--- src/rtl/xperm_pkg.sv ---
// xperm_pkg: shared encodings and derived constants for the Zbkx crossbar-permutation unit.
package xperm_pkg;
    localparam logic XPERM_OP_8 = 1'b0;
    localparam logic XPERM_OP_4 = 1'b1;

    typedef enum logic [1:0] {
        IDLE = 2'd0,
        BUSY = 2'd1,
        DONE = 2'd2
    } xperm_state_e;

    function automatic int xperm_chunks(input int xlen, input int bytes_per_cycle);
        return (xlen / 8) / bytes_per_cycle;
    endfunction
endpackage

--- src/rtl/xperm_byte_lane.sv ---
// xperm_byte_lane: one result byte, either a byte lookup or two nibble lookups,
// with the full index compared against the element count.
module xperm_byte_lane
    import xperm_pkg::*;
#(
    parameter int XLEN = 64
) (
    input  logic            op,
    input  logic [XLEN-1:0] lut,
    input  logic [7:0]      idx,
    output logic [7:0]      res
);
    localparam int NB  = XLEN / 8;
    localparam int NN  = XLEN / 4;
    localparam int BIW = $clog2(NB);
    localparam int NIW = $clog2(NN);

    logic [NB-1:0][7:0] lut_b;
    logic [NN-1:0][3:0] lut_n;
    logic [7:0]         byte_res;
    logic [3:0]         nib_lo, nib_hi;

    assign lut_b = lut;
    assign lut_n = lut;

    assign byte_res = idx < 8'(NB) ? lut_b[idx[BIW-1:0]] : 8'h00;
    assign nib_lo   = {1'b0, idx[3:0]} < 5'(NN) ? lut_n[idx[NIW-1:0]] : 4'h0;
    assign nib_hi   = {1'b0, idx[7:4]} < 5'(NN) ? lut_n[idx[4+NIW-1:4]] : 4'h0;
    assign res      = op == XPERM_OP_4 ? {nib_hi, nib_lo} : byte_res;
endmodule

--- src/rtl/xperm_iter_fu.sv ---
// xperm_iter_fu: multi-cycle xperm8/xperm4 unit producing BYTES_PER_CYCLE result bytes
// per BUSY cycle, with valid/ready request and response handshakes.
module xperm_iter_fu
    import xperm_pkg::*;
#(
    parameter int XLEN            = 64,
    parameter int BYTES_PER_CYCLE = 2
) (
    input  logic            clk,
    input  logic            rst,
    input  logic            flush,
    input  logic            in_valid,
    output logic            in_ready,
    input  logic            in_op,
    input  logic [XLEN-1:0] in_rs1,
    input  logic [XLEN-1:0] in_rs2,
    output logic            out_valid,
    input  logic            out_ready,
    output logic [XLEN-1:0] out_rd
);
    localparam int CHUNKS = xperm_chunks(XLEN, BYTES_PER_CYCLE);
    localparam int CW     = CHUNKS > 1 ? $clog2(CHUNKS) : 1;
    localparam int LW     = BYTES_PER_CYCLE * 8;
    localparam logic [CW-1:0] LAST = CW'(CHUNKS - 1);

    xperm_state_e              state, state_n;
    logic [CW-1:0]             cnt;
    logic                      op_q;
    logic [XLEN-1:0]           rs1_q, rs2_q;
    logic [CHUNKS-1:0][LW-1:0] rs1_c, rd_q;
    logic [LW-1:0]             idx_chunk, res_chunk;

    assign rs1_c     = rs1_q;
    assign idx_chunk = rs1_c[cnt];
    assign out_rd    = rd_q;
    assign in_ready  = state == IDLE;
    assign out_valid = state == DONE;

    for (genvar i = 0; i < BYTES_PER_CYCLE; i++) begin : g_lane
        xperm_byte_lane #(.XLEN(XLEN)) u_lane (
            .op  (op_q),
            .lut (rs2_q),
            .idx (idx_chunk[i*8 +: 8]),
            .res (res_chunk[i*8 +: 8])
        );
    end

    always_comb begin
        state_n = state;
        if (flush)
            state_n = IDLE;
        else if (state == IDLE && in_valid)
            state_n = BUSY;
        else if (state == BUSY && cnt == LAST)
            state_n = DONE;
        else if (state == DONE && out_ready)
            state_n = IDLE;
    end

    always_ff @(posedge clk or posedge rst) begin
        if (rst) begin
            state <= IDLE;
            cnt   <= '0;
            op_q  <= XPERM_OP_8;
            rs1_q <= '0;
            rs2_q <= '0;
            rd_q  <= '0;
        end else begin
            state <= state_n;
            if (flush) begin
                cnt <= '0;
            end else if (state == IDLE && in_valid) begin
                cnt   <= '0;
                op_q  <= in_op;
                rs1_q <= in_rs1;
                rs2_q <= in_rs2;
            end else if (state == BUSY) begin
                rd_q[cnt] <= res_chunk;
                if (cnt != LAST)
                    cnt <= cnt + 1'b1;
            end
        end
    end
endmodule

--- config.mk ---
export PLATFORM = sky130hd
export DESIGN_NAME = xperm_iter_fu
export DESIGN_NICKNAME = d
export VERILOG_FILES = /design/src/rtl/xperm_pkg.sv /design/src/rtl/xperm_byte_lane.sv /design/src/rtl/xperm_iter_fu.sv
export SDC_FILE = /design/constraint.sdc
export NUM_CORES = 1
export LEC_CHECK = 0
export BUFFER_PORTS_ARGS = -buffer_cell sky130_fd_sc_hd__buf_2
export CAP_MARGIN = 20
export CELL_PAD_IN_SITES_DETAIL_PLACEMENT = 1
export CELL_PAD_IN_SITES_GLOBAL_PLACEMENT = 1
export CORE_UTILIZATION = 26
export DETAILED_ROUTE_END_ITERATION = 10
export PLACE_DENSITY = 0.59
export SLEW_MARGIN = 40
export SYNTH_ARGS = -nofsm -noshare
export SYNTH_HDL_FRONTEND = slang
export SYNTH_SLANG_ARGS = --single-unit
--- constraint.sdc ---
create_clock -name clk -period 6.3 [get_ports clk]
set_input_delay 0.315 -clock clk [delete_from_list [all_inputs] [get_ports clk]]
set_output_delay 0.315 -clock clk [all_outputs]
set_load 0.005 [all_outputs]
==> impl_metrics.ini <==
[power_and_ir_drop]
power.internal_mw = 2.88
combPwrFrac = 0.363
switching_power_mw = 1.76
p_sw_frac = 0.379
clkPwrFrac = 0.229
p_leak_nw = 6.09
p_per_area_nw_per_um2 = 344
ir_drop_mv = 0.193
seqPwrFrac = 0.408

[critical_path]
reg2reg_from = cnt[0]
crit_type = register to register
rr_worst_depth = 8
cp.required_ps = 6710
crit_arrival_ps = 4060
start_kind = register
critPathMaxFanout = 30
reg2reg_setup_slack_ps = 2640
end_kind = register
rr_endpoint = out_rd[19]

[min_path]
hold_path.class = input port to register
holdPathStages = 2
whs_endpoint = cnt[1]
hold_start = in_valid

[synthesis]
synth_top_area_frac = 0.431
synth_ff_type = dfrtp_1
ys_top_cells_by_area = dfrtp_1 43%, mux2_2 18%, mux2i_1 16%
yosysTopAreaCell = dfrtp_1
synth_nets = 1108
ys_seq_elements = 197
syn-mean-instance-area_um2 = 11.8
synth-edff-count = 0
synth_area_um2 = 11400
synth_seq_area_share = 0.431
yosysUniqueCellTypes = 53
async_flop_share = 1.00
ys_warn_count = 0
netlist_instances = 970

[sta]
relSlewSlack = 0.468
fmaxAchievable_mhz = 274
rsz0062_at_grt = no
period_share = 0.580
maxSlewViolCount = 0
fin_ws_ps = 2640
finClkSkew_ps = 20.8
finalHoldViolCount = 0
min_period_ps = 3660
tns_ps = 0
tightest_slew_ps = 798
setup_viol = 0

[detailed_routing]
vias = 8699
dr.pass1.iters = 5
ant_nets = 0
drc_errors = 0
drt_iter0_markers = 384
viasPerCell = 5.04
wl_per_cell_um = 22.9
routed_wirelength_um = 39500

[global_routing]
antenna_found_initial = 11
grtUsageTotal = 0.183
grt_pass1_wl_um = 60000
globalRouteOverflowTotal = 0
grt_pass1_vias = 9204
grt_max_degree = 113

[floorplanning]
die_area_um2 = 44800
start_util = 0.264
rows = 76
die_w_um = 212
fp.dieH_um = 212
ioPinCount = 200
core_um2 = 43300

[clock_network]
cts_buffers = 17
cts_setup_buffers = 0
cts.reportedPaths.clkPinSlew_ps = 80
cts_max_level = 4
cts.sinks = 197
clockBufferDepth = 2
ctsResizeCount = 0
cts_tree = yes
clk_latency_ps = 480
cts_root_buf = clkbuf_16

[place]
place.gp.congestion = 0.907
preCtsSetupSlack_ps = 2590
io_buffers = 199
dp_hpwl_um = 30100

[cells_and_area]
nets = 1265
drive_gt1_frac = 0.402
areaGrowthSynthToFinish_pct = 18.1

[job]
cap_violations = 0

[outcome]
status = complete, no violations
## through the flow
| step | instances | utilization | hold slack (ps) | power, mW | cell area (um^2) |
|---|---|---|---|---|---|
| floorplan | 970 | - | 406 | 2.98 | 11400 |
| global placement | 1691 | 0.298 | 423 | 3.57 | 12900 |
| detailed placement | 1691 | 0.298 | 428 | 3.61 | 12900 |
| CTS | 1721 | 0.311 | 26.1 | 4.70 | 13500 |
| finish | 1727 | 0.312 | 57.7 | 4.64 | 13500 |
| global route | 1724 | 0.312 | 43.0 | 4.93 | 13500 |
## power groups by stage
| stage | Sequential (mW) | Clock [mW] | Combinational (mW) |
|---|---|---|---|
| floorplan | 1.75 | 0 | 1.23 |
| global placement | 1.92 | 0 | 1.65 |
| detailed placement | 1.92 | 0 | 1.69 |
| CTS | 1.90 | 1.11 | 1.70 |
| global route | 1.93 | 1.15 | 1.84 |
| finish | 1.89 | 1.06 | 1.69 |
## cell usage in the layout (no fill, tap or decap), types with 4 or more instances in the layout
cell type | netlist | routed
buf_4 | 6 | 4
mux4_2 | 16 | 15
a221oi_1 | 9 | 9
and3_1 | 8 | 4
nand2_1 | 38 | 38
buf_2 | 21 | 199
ha_1 | 4 | 4
diode_2 | 0 | 5
nand3_1 | 25 | 25
a21oi_1 | 31 | 31
a211oi_1 | 14 | 14
o211ai_1 | 11 | 11
mux2i_1 | 180 | 180
a31oi_1 | 6 | 6
a32oi_1 | 4 | 4
nor2b_1 | 14 | 13
dfrtp_1 | 197 | 196
a22oi_1 | 25 | 25
mux2_2 | 182 | 182
inv_1 | 13 | 12
nand2b_1 | 8 | 8
and3_2 | 0 | 4
nor2_1 | 44 | 43
o21ai_0 | 18 | 18
inv_6 | 0 | 4
clkbuf_16 | 0 | 17
or2_2 | 4 | 4
## synthesized netlist by cell type, types with 13 or more instances
library cell,n
nand3_1,25
clkbuf_1,29
mux2_2,182
o21ai_0,18
mux4_2,16
inv_1,13
dfrtp_1,197
buf_2,21
nor2_1,44
a211oi_1,14
nor2b_1,14
mux2i_1,180
nand2_1,38
a21oi_1,31
a22oi_1,25
## critical path: stages, from the launching register on
cell      delay (ps)
dfrtp_1          720
buf_4            340
mux4_2           630
buf_4            320
or4_4            480
nor3_4           370
nand2_1          140
o211ai_2         350
mux2_2           230
## area by class of cell
cell class                 instances  area, um^2
clock inverter                    12         125
clock buffer                      17         425
multi-input combinational        689        6120
sequential                       197        4930
fill                            4786       29800
inverter                          14        60.1
timing repair buffer             208        1090
antenna                            5        12.5
tap                              585         732
## registers in the layout (all words and copies together), names as in the netlist
name    flops
out_rd     64
rs1_c      64
rs2_q      64
cnt         2
state       2
op_q        1
## worst max path at each step
stage	start	end	slack [ps]
finish	cnt[0]	out_rd[19]	2640
global route	cnt[0]	out_rd[48]	2400
CTS	cnt[1]	out_rd[13]	2580
floorplan	rst	cnt[0]	620
global placement	cnt[1]	out_rd[61]	2690
detailed placement	cnt[1]	out_rd[13]	2590
## logic make-up after synthesis
kind of cell    Yosys count  synth area share
compound gates          144            0.0884
fa+ha+maj                 4           0.00438
buf+inv                  84            0.0351
flops                   197             0.431
mux                     378             0.368
simple gates            163            0.0730
## what timing repair did
action,4_1_cts,5_1_grt
hold buffers,1,0
endpoints found under the hold margin,76,0
setup endpoints to repair,0,0
## routing by layer
layer  part of all wire  wire length (um)  global-route usage
met3              0.050              1950              0.0442
met2               0.50             19800               0.315
met5             0.0018                71                   0
met4              0.024               940              0.0647
met1               0.42             16700               0.222
Power figures use the tool's default switching activity.
